## src/rtl/aes_dec_pkg.sv

```systemverilog
// Shared AES decryption types, FSM encoding and GF(2^8) helpers.
// Used by inv_mixcolumns_iter and its column engine.
package aes_dec_pkg;

  typedef logic [127:0] state_t;
  typedef logic [31:0]  col_t;
  typedef logic [7:0]   byte_t;

  typedef enum logic [1:0] {IDLE, BUSY, DONE} fsm_e;

  localparam byte_t GF_POLY = 8'h1B;

  function automatic byte_t xtime(input byte_t b);
    return {b[6:0], 1'b0} ^ (b[7] ? GF_POLY : 8'h00);
  endfunction

  // Inverse coefficients composed from the x2/x4/x8 xtime chain.
  function automatic byte_t gmul9(input byte_t b);
    byte_t x2, x4, x8;
    x2 = xtime(b);
    x4 = xtime(x2);
    x8 = xtime(x4);
    return x8 ^ b;
  endfunction

  function automatic byte_t gmul11(input byte_t b);
    byte_t x2, x4, x8;
    x2 = xtime(b);
    x4 = xtime(x2);
    x8 = xtime(x4);
    return x8 ^ x2 ^ b;
  endfunction

  function automatic byte_t gmul13(input byte_t b);
    byte_t x2, x4, x8;
    x2 = xtime(b);
    x4 = xtime(x2);
    x8 = xtime(x4);
    return x8 ^ x4 ^ b;
  endfunction

  function automatic byte_t gmul14(input byte_t b);
    byte_t x2, x4, x8;
    x2 = xtime(b);
    x4 = xtime(x2);
    x8 = xtime(x4);
    return x8 ^ x4 ^ x2;
  endfunction

endpackage

```

## src/rtl/inv_mixcolumn.sv

```systemverilog
// Combinational single-column InvMixColumns engine (row 0 = MSB byte).
// INV_MC_FWD_EN adds fwd_i selecting the forward MixColumns matrix.
module inv_mixcolumn
  import aes_dec_pkg::*;
(
`ifdef INV_MC_FWD_EN
  input  logic fwd_i,
`endif
  input  col_t col_i,
  output col_t col_o
);

  byte_t a0, a1, a2, a3;
  col_t  inv_col;

  assign a0 = col_i[31:24];
  assign a1 = col_i[23:16];
  assign a2 = col_i[15:8];
  assign a3 = col_i[7:0];

  assign inv_col = {gmul14(a0) ^ gmul11(a1) ^ gmul13(a2) ^ gmul9(a3),
                    gmul9(a0)  ^ gmul14(a1) ^ gmul11(a2) ^ gmul13(a3),
                    gmul13(a0) ^ gmul9(a1)  ^ gmul14(a2) ^ gmul11(a3),
                    gmul11(a0) ^ gmul13(a1) ^ gmul9(a2)  ^ gmul14(a3)};

`ifdef INV_MC_FWD_EN
  col_t fwd_col;

  assign fwd_col = {xtime(a0) ^ xtime(a1) ^ a1 ^ a2 ^ a3,
                    a0 ^ xtime(a1) ^ xtime(a2) ^ a2 ^ a3,
                    a0 ^ a1 ^ xtime(a2) ^ xtime(a3) ^ a3,
                    xtime(a0) ^ a0 ^ a1 ^ a2 ^ xtime(a3)};

  assign col_o = fwd_i ? fwd_col : inv_col;
`else
  assign col_o = inv_col;
`endif

endmodule

```

## src/rtl/inv_mixcolumns_iter.sv

```systemverilog
// Iterative InvMixColumns: one column per cycle through a shared engine.
// Optional INV_MC_FWD_EN adds a fwd input selecting forward MixColumns.
module inv_mixcolumns_iter
  import aes_dec_pkg::*;
#(
  parameter int unsigned NCOLS = 4
) (
  input  logic         clk,
  input  logic         reset,
  input  logic         in_valid,
  output logic         in_ready,
  input  logic [127:0] in_state,
  output logic         out_valid,
  input  logic         out_ready,
  output logic [127:0] out_state,
`ifdef INV_MC_FWD_EN
  input  logic         fwd,
`endif
  output logic         busy
);

  if (NCOLS != 4) begin : g_bad_ncols
    $error("inv_mixcolumns_iter: NCOLS must be 4");
  end

  fsm_e        state_q, state_d;
  logic [1:0]  col_q, col_d;
  logic        last_q, last_d;
  state_t      work_q, work_d;
  state_t      out_q, out_d;
  col_t        cur_col, mixed_col;
`ifdef INV_MC_FWD_EN
  logic        fwd_q, fwd_d;
`endif

  inv_mixcolumn u_col (
`ifdef INV_MC_FWD_EN
    .fwd_i (fwd_q),
`endif
    .col_i (cur_col),
    .col_o (mixed_col)
  );

  // last_q marks that column 3 has been written; the following BUSY cycle
  // copies the finished work register into the output register.
  always_comb begin
    state_d = state_q;
    col_d   = col_q;
    last_d  = last_q;
    work_d  = work_q;
    out_d   = out_q;
`ifdef INV_MC_FWD_EN
    fwd_d   = fwd_q;
`endif
    cur_col = '0;
    for (int unsigned i = 0; i < 4; i++) begin
      if (col_q == 2'(i)) cur_col = work_q[127 - 32*i -: 32];
    end

    unique case (state_q)
      IDLE: begin
        if (in_valid) begin
          work_d  = in_state;
          col_d   = '0;
          last_d  = 1'b0;
`ifdef INV_MC_FWD_EN
          fwd_d   = fwd;
`endif
          state_d = BUSY;
        end
      end
      BUSY: begin
        if (last_q) begin
          out_d   = work_q;
          last_d  = 1'b0;
          state_d = DONE;
        end else begin
          for (int unsigned i = 0; i < 4; i++) begin
            if (col_q == 2'(i)) work_d[127 - 32*i -: 32] = mixed_col;
          end
          col_d = col_q + 2'd1;
          if (col_q == 2'd3) last_d = 1'b1;
        end
      end
      DONE: begin
        if (out_ready) state_d = IDLE;
      end
      default: state_d = IDLE;
    endcase
  end

  always_ff @(posedge clk or posedge reset) begin
    if (reset) begin
      state_q <= IDLE;
      col_q   <= '0;
      last_q  <= 1'b0;
      work_q  <= '0;
      out_q   <= '0;
`ifdef INV_MC_FWD_EN
      fwd_q   <= 1'b0;
`endif
    end else begin
      state_q <= state_d;
      col_q   <= col_d;
      last_q  <= last_d;
      work_q  <= work_d;
      out_q   <= out_d;
`ifdef INV_MC_FWD_EN
      fwd_q   <= fwd_d;
`endif
    end
  end

  assign in_ready  = (state_q == IDLE);
  assign out_valid = (state_q == DONE);
  assign busy      = (state_q == BUSY);
  assign out_state = out_q;

endmodule
```

## config.mk

```make
export PLATFORM = sky130hd
export DESIGN_NAME = inv_mixcolumns_iter
export DESIGN_NICKNAME = d
export VERILOG_FILES = /design/src/rtl/aes_dec_pkg.sv /design/src/rtl/inv_mixcolumn.sv /design/src/rtl/inv_mixcolumns_iter.sv
export SDC_FILE = /design/constraint.sdc
export NUM_CORES = 1
export LEC_CHECK = 0
export CORE_MARGIN = 1.5
export CORE_UTILIZATION = 55
export CTS_CLUSTER_DIAMETER = 60
export DETAILED_ROUTE_END_ITERATION = 8
export GPL_TIMING_DRIVEN = 0
export PLACE_DENSITY = 0.8
export SYNTH_ARGS = -nofsm -noshare
export SYNTH_HDL_FRONTEND = slang
export SYNTH_HIERARCHICAL = 1
export SYNTH_SLANG_ARGS = --single-unit
```

## constraint.sdc

```tcl
create_clock -name clk -period 19.7 [get_ports clk]
set_input_delay 4.925 -clock clk [delete_from_list [all_inputs] [get_ports clk]]
set_output_delay 4.925 -clock clk [all_outputs]
set_load 0.02 [all_outputs]
```

-- After elaboration in Yosys (flattened, before gate mapping)
Cells that the tools add are included.
- equal/unequal tests: 13
- reduce and logical (&&, ||, !) cells: 11
- order comparisons: 0
- bitwise logic cells: 48
- multiply operators: 0
- divide/modulo/power cells: 0
- add/subtract/negate cells: 1
- muxes and demuxes: 34
- shifts and indexed selects: 0
- operator list (cell ; count):
    8-bit XOR ; 46
    128-bit two-way mux ; 2
    32-bit two-way mux ; 8
    128-bit one-hot mux with 2 select lines ; 1
    5-bit two-way mux ; 12
    4-bit AND reduction ; 4
    8-bit by 5-bit XOR with 8-bit output ; 2
    2-bit by 1-bit inequality test with 1-bit output, second input constant ; 6
    2-bit two-way mux ; 5
    2-bit equality test, second input constant ; 3
    2-bit one-hot mux with 3 select lines ; 1
    3-bit AND reduction ; 2
    2-bit by 1-bit equality test with 1-bit output, second input constant ; 2
    2-bit logical NOT ; 2
    2-bit inequality test, second input constant ; 2
    2-bit one-hot mux with 2 select lines ; 1
    2-bit AND reduction ; 2
    1-bit two-way mux ; 3
    2-bit by 1-bit adder with 2-bit output, second input constant ; 1
    1-bit one-hot mux with 2 select lines ; 1
    2-bit nonzero test ; 1
- flip-flop bits (word level): 261
- bits in latches: 0
- memory bits (read-only): 0
- memories kept: 0
- logic and storage cells: 115
- output and inout bits: 131
- memory bits (writable): 0

-- Logic depth before layout (Yosys ltp)
Gate-level depths: netlist of the first run.
- word-level depth: 19
- depth in mapped cells: 15
- gate-level depth less buffers: 12

-- Hierarchy
The synthesis of the first run kept the hierarchy.
- modules (own cells, without submodules) (module ; cells each ; times used ; area each (sq um)):
    inv_mixcolumns_iter ; 1071 ; 1 ; 12645.9
    inv_mixcolumn ; 213 ; 1 ; 2249.7

-- Worst setup path before layout of the first run
OpenSTA, ideal clock, no wires.
- path type: reg-to-output
- from: reg state_q[0]
- to: out in_ready
- data required time: 14.775 ns
- cell stages (with the launch flop): 4
- arrival time: 1.015 ns
- setup slack: 13.760 ns
- cell sequence: dfrtp_1 -> clkbuf_2 -> clkbuf_2 -> nor2_1
- word-level cells in the longest chain between the ends: 1
- ends and longest elaborated chain (item ; line ; source):
    start, declared ; inv_mixcolumns_iter.sv:26 ; fsm_e state_q, state_d;
    start signal, assigned ; inv_mixcolumns_iter.sv:103 ; state_q <= state_d;
    2-bit logical NOT ; inv_mixcolumns_iter.sv:114 ; assign in_ready = (state_q == IDLE);
    end, declared ; inv_mixcolumns_iter.sv:11 ; output logic in_ready,
No other way between the ends.

-- Worst setup path in the final report of the first run
- from: reg state_q[0]
- to: out out_valid
- word-level cells in the longest chain between the ends: 1
- ends and longest elaborated chain (item ; line ; source):
    2-bit equality test ; inv_mixcolumns_iter.sv:115 ; assign out_valid = (state_q == DONE);
    end, declared ; inv_mixcolumns_iter.sv:13 ; output logic out_valid,
No other way between the ends.

==> impl_metrics.env, run 1 <==
export IMPL_layout_min_cycle_time_ns=7.31
export IMPL_ant_nets=0
export IMPL_slew_headroom=0.433
export IMPL_end_kind="output pin"
export IMPL_worstSetupStartpointType="flop"
export IMPL_numCtsBuffers=29
export IMPL_initial_utilization=0.556
export IMPL_fillers=1974
export IMPL_synth_warning_count=6
export IMPL_yosysMostFrequentCell="dfrtp_1"
export IMPL_core_area_um2=26800
export IMPL_hold_path_class="reg2reg"
export IMPL_netlist_instances=1284
export IMPL_grt_usage=0.331
export IMPL_cap_violations=0
export IMPL_first_iter_violations=910
export IMPL_cts_hold_fix_buffers=0
export IMPL_worstSetupPathType="reg2out"
export IMPL_io_pins=263
export IMPL_yosysTopAreaCellShare=0.438
export IMPL_fin_tns_setup_ns=0
export IMPL_ys_ff_latch=261
export IMPL_multiInputGateArea_um2=7310
export IMPL_fmax_mhz=137
export IMPL_synth_ff_type="dfrtp_1"
export IMPL_clock_latency_ns=0.55
export IMPL_dp_cells=1889
export IMPL_grt_max_degree=98
export IMPL_row_count=60
export IMPL_grt_pass1_vias=11600
export IMPL_maxSlewViolCount=0
export IMPL_antenna_found_initial=0
export IMPL_syn_to_final_growth_pct=27.2
export IMPL_synth_area_leaders="dfrtp_1 (44%), mux2_4 (11%), mux2i_1 (8.6%)"
export IMPL_grt_pass1_wl_um=70200
export IMPL_die_width_um=168
export IMPL_io_buffers=262
export IMPL_seq_area_frac_synth=0.438
export IMPL_syn_avg_cell_area_um2=11.6
export IMPL_grt_overflow=0
export IMPL_stdcell_area_um2=18900
export IMPL_layout_drive_gt1_share=0.152
export IMPL_hpwl_um=34300
export IMPL_fp_dieH_um=168
export IMPL_setup_viol=0
export IMPL_wl_um=46500
export IMPL_routedWlPerCell_um=24.0
export IMPL_fp_dieArea_um2=28100
export IMPL_numClockSinks=261
export IMPL_fin_cells=1939
export IMPL_place_area_um2=18000
export IMPL_cts_buffer_depth=3
export IMPL_yosysUniqueCellTypes=32
export IMPL_cp_max_fo=10
export IMPL_gp_congestion=0.990
export IMPL_vias=11100
export IMPL_tritoncts="built"
export IMPL_tightestPinTransition_ns=0.850
export IMPL_diodes=0
export IMPL_cp_required_ns=14.78
export IMPL_yosysTopAreaCell="dfrtp_1"
export IMPL_rsz0062_at_grt="false"
export IMPL_seqCellArea_um2=6530
export IMPL_h_tree_depth=1
export IMPL_hold_viol=0
export IMPL_async_reset_ff_frac=1.00
export IMPL_arrival_ns=2.38
export IMPL_ctsRootBufferMaster="clkbuf_16"
export IMPL_status="complete, no violations"
export IMPL_dr_pass1_iters=5
export IMPL_min_period_over_period=0.371
export IMPL_clkTransAtPathRegs_ns=0.06
export IMPL_ctsResizeCount=0
export IMPL_drc=0
export IMPL_clock_skew_ns=0.0153
export IMPL_fin_nets=1715
export IMPL_post_cts_buffers=0
export IMPL_netlist_area_um2=14900
export IMPL_viasPerCell=5.72
export IMPL_synth_common_cells="dfrtp_1 (261), a21oi_1 (193), inv_1 (132), mux2i_1 (128), xnor2_1 (125)"
export IMPL_synth_edff_count=0
export IMPL_mappedNetlistNets=1420
worst max-delay path: stages (launching register included):
cell	delay (ns)
dfrtp_1	0.43
clkbuf_2	0.21
clkbuf_2	0.26
nand2b_1	0.25
inv_1	0.08
clkdlybuf4s50_1	0.60
placed cells by master (no fill, tap or decap), drive strengths merged:
cell,netlist,routed
clkdlybuf4s50,0,262
dfrtp,261,261
a21oi,197,197
inv,133,134
mux2i,128,128
mux2,128,128
xnor2,126,126
clkbuf,38,78
buf,56,58
xor2,37,37
o21ai,35,35
nand2,34,34
and3b,32,32
a22o,32,32
xnor3,27,27
clkinv,0,6
nand3b,4,4
ha,4,4
xor3,4,4
nand2b,3,3
nor2,2,2
clkinvlp,0,2
o21bai,1,1
o2bb2ai,1,1
or3,1,1
bufinv,0,1
final cells by class:
class,count,area share
Sequential cell,261,0.345
Buffer,94,0.0293
Multi-Input combinational cell,796,0.386
Clock inverter,10,0.00476
Inverter,133,0.0267
Clock buffer,40,0.0447
Timing Repair Buffer,264,0.141
Tap cell,341,0.0225
final timing paths:
path | from | slack (ns) | endpoint | depth (start not counted)
min in group asynchronous | reset | 4.86 | out_state[113] | 2
max in group asynchronous | reset | 13.55 | work_q[96] | 4
worst min-delay path | out_state[96] | 0.51 | out_state[96] | 1
worst min register to register | out_state[96] | 0.51 | out_state[96] | 1
worst max register to register | col_q[0] | 14.84 | work_q[115] | 15
worst max-delay path | state_q[0] | 12.39 | out_valid | 5
sequential cells by signal, summed over array words and instances, names as in the netlist:
register	flops
state_q	2
last_q	1
out_state	128
work_q	128
col_q	2
through the flow:
| step | utilization | setup slack (ns) | hold slack, ns |
|---|---|---|---|
| after detailed placement | 0.672 | 12.93 | 0.492 |
| after global routing | 0.707 | 12.31 | 0.515 |
| after CTS | 0.707 | 12.41 | 0.505 |
| final | 0.707 | 12.39 | 0.506 |
| after floorplan | - | 7.59 | 0.481 |
| after global placement | 0.670 | 4.49 | 0.487 |
layer usage:
| metal | track usage | routed length [um] |
|---|---|---|
| met3 | 0.0485 | 3090 |
| met4 | 0.101 | 1260 |
| met5 | 0 | 0 |
| met2 | 0.548 | 22500 |
| met1 | 0.453 | 19700 |
kinds of logic (layout without fill, tap and decap cells):
group / Yosys count / after routing / share of synthesized area
XOR/XNOR: 194 / 194 / 0.145
adder cells (fa/ha/maj): 4 / 4 / 0.00336
AND/OR/NAND/NOR: 76 / 76 / 0.0318
multiplexers: 256 / 256 / 0.210
flip-flops: 261 / 261 / 0.438
AO/OA/AOI/OAI: 266 / 266 / 0.101
buffers and inverters: 227 / 541 / 0.0707
Power of run 1 is left out: the tool's default activity adds up to more than one toggle a clock period on the data nets, which glitch-free logic cannot reach.
==> run 2, diff against run 1 <==
CORE_UTILIZATION = 54   (was 55)
PLACE_DENSITY = 0.79   (was 0.8)
clock period = 7.3 ns   (was 19.7 ns; I/O delays follow)
==> run 2 against run 1 <==
Effect of this change: clock skew barely moved; register-to-register slack got worse by 12 ns; global-route usage increased by 0.41 points; routed wire length grew 2.7%; hold slack lost 0.0015 ns; sequential share of layout area down 0.22 points; first-iteration DRC count up 10%; die area rose by 1.8%; utilization is 0.15 points lower; non-clock buffer count up 5; flip-flop and latch count is the same.
==> impl_metrics.env, run 2 (synthesis results as in run 1) <==
export IMPL_numCtsBuffers=29
export IMPL_slew_headroom=0.373
export IMPL_grt_pass1_vias=11800
export IMPL_setup_viol=0
export IMPL_die_width_um=169
export IMPL_routedWlPerCell_um=24.5
export IMPL_end_kind="flop"
export IMPL_rsz0062_at_grt="false"
export IMPL_fmax_mhz=207
export IMPL_fin_nets=1720
export IMPL_min_period_over_period=0.660
export IMPL_tritoncts="built"
export IMPL_first_iter_violations=1003
export IMPL_fin_tns_setup_ns=0
export IMPL_grt_usage=0.336
export IMPL_clock_latency_ns=0.56
export IMPL_viasPerCell=5.78
export IMPL_hold_viol=0
export IMPL_hpwl_um=35000
export IMPL_dp_cells=1894
export IMPL_vias=11300
export IMPL_status="complete, no violations"
export IMPL_layout_common_cells="clkdlybuf4s50_1 (262), dfrtp_1 (261), a21oi_1 (193), inv_1 (131), mux2i_1 (128)"
export IMPL_post_cts_buffers=0
export IMPL_cts_buffer_depth=3
export IMPL_grt_pass1_wl_um=71700
export IMPL_ctsRootBufferMaster="clkbuf_16"
export IMPL_maxSlewViolCount=0
export IMPL_io_pins=263
export IMPL_tightestPinTransition_ns=0.941
export IMPL_antenna_found_initial=1
export IMPL_cap_violations=0
export IMPL_fp_dieArea_um2=28600
export IMPL_core_area_um2=27000
export IMPL_layout_drive_gt1_share=0.153
export IMPL_worstSetupStartpointType="flop"
export IMPL_layout_min_cycle_time_ns=4.82
export IMPL_numClockSinks=261
export IMPL_cp_max_fo=10
export IMPL_h_tree_depth=1
export IMPL_syn_to_final_growth_pct=28.0
export IMPL_fp_dieH_um=169
export IMPL_clock_skew_ns=0.0149
export IMPL_gp_congestion=0.969
export IMPL_fin_cells=1947
export IMPL_hold_path_class="reg2reg"
export IMPL_place_area_um2=18100
export IMPL_final_common_cell="clkdlybuf4s50_1"
export IMPL_arrival_ns=5.29
export IMPL_worstSetupPathType="reg2reg"
export IMPL_clkTransAtPathRegs_ns=0.06
export IMPL_stdcell_area_um2=19100
export IMPL_cp_required_ns=7.77
export IMPL_ant_nets=0
export IMPL_dr_pass1_iters=5
export IMPL_row_count=60
export IMPL_cts_hold_fix_buffers=0
export IMPL_grt_max_degree=45
export IMPL_ctsResizeCount=0
export IMPL_io_buffers=262
export IMPL_wl_um=47800
export IMPL_grt_overflow=0
export IMPL_drc=0
export IMPL_initial_utilization=0.551
==> run 2: cell count changes in the layout (fill, tap and decap cells not counted), sizes merged <==
cell | before | now
diode | 0 | 1
bufinv | 1 | 3
clkinv | 6 | 4
clkinvlp | 2 | 1
clkbuf | 78 | 81
buf | 58 | 63
==> run 2: final cells by class <==
type | instances | area (um2)
Timing Repair Buffer | 269 | 2760
Clock buffer | 43 | 838
Sequential cell | 261 | 6530
Inverter | 133 | 503
Fill cell | 1996 | 7960
Clock inverter | 9 | 134
Antenna cell | 1 | 2.50
Multi-Input combinational cell | 796 | 7310
Buffer | 94 | 554
Tap cell | 341 | 427
==> run 2: critical path: stages, from the launching register on <==
cell and delay (ns):
dfrtp_1 0.42, inv_1 0.12, ha_1 0.19, clkbuf_1 0.46, clkbuf_1 0.67, a21oi_1 0.06, o21ai_0 0.12, a22o_1 0.22
clkbuf_1 0.45, xor2_1 0.15, xnor2_1 0.52, xnor3_1 0.58, xnor2_1 0.20, and3b_1 0.32, a21oi_1 0.09, mux2i_1 0.15
==> run 2: worst paths after layout <==
check | from | end | slack [ns] | cells after the start
min in group asynchronous | reset | out_state[50] | 1.62 | 2
worst min register to register | work_q[41] | out_state[41] | 0.50 | 1
worst max-delay path | col_q[0] | work_q[3] | 2.48 | 15
worst max register to register | col_q[0] | work_q[3] | 2.48 | 15
worst min-delay path | work_q[41] | out_state[41] | 0.50 | 1
max in group asynchronous | reset | out_state[67] | 4.59 | 5
==> run 2: stage by stage <==
stage | hold slack [ns] | util | setup slack (ns)
final | 0.505 | 0.705 | 2.48
after global routing | 0.517 | 0.705 | 2.32
after CTS | 0.506 | 0.705 | 2.62
after detailed placement | 0.491 | 0.669 | 2.66
after global placement | 0.486 | 0.664 | 0.187
after floorplan | 0.481 | - | 2.03
==> run 2: metal layers <==
metal / routed length [um] / GRT usage / up-vias
met5: 0 / 0 / -
met4: 1710 / 0.120 / 0
met3: 3760 / 0.0622 / 110
met2: 22400 / 0.546 / 558
met1: 19900 / 0.451 / 5659
li1: - / - / 4924
Power of run 2 is left out for the same reason.
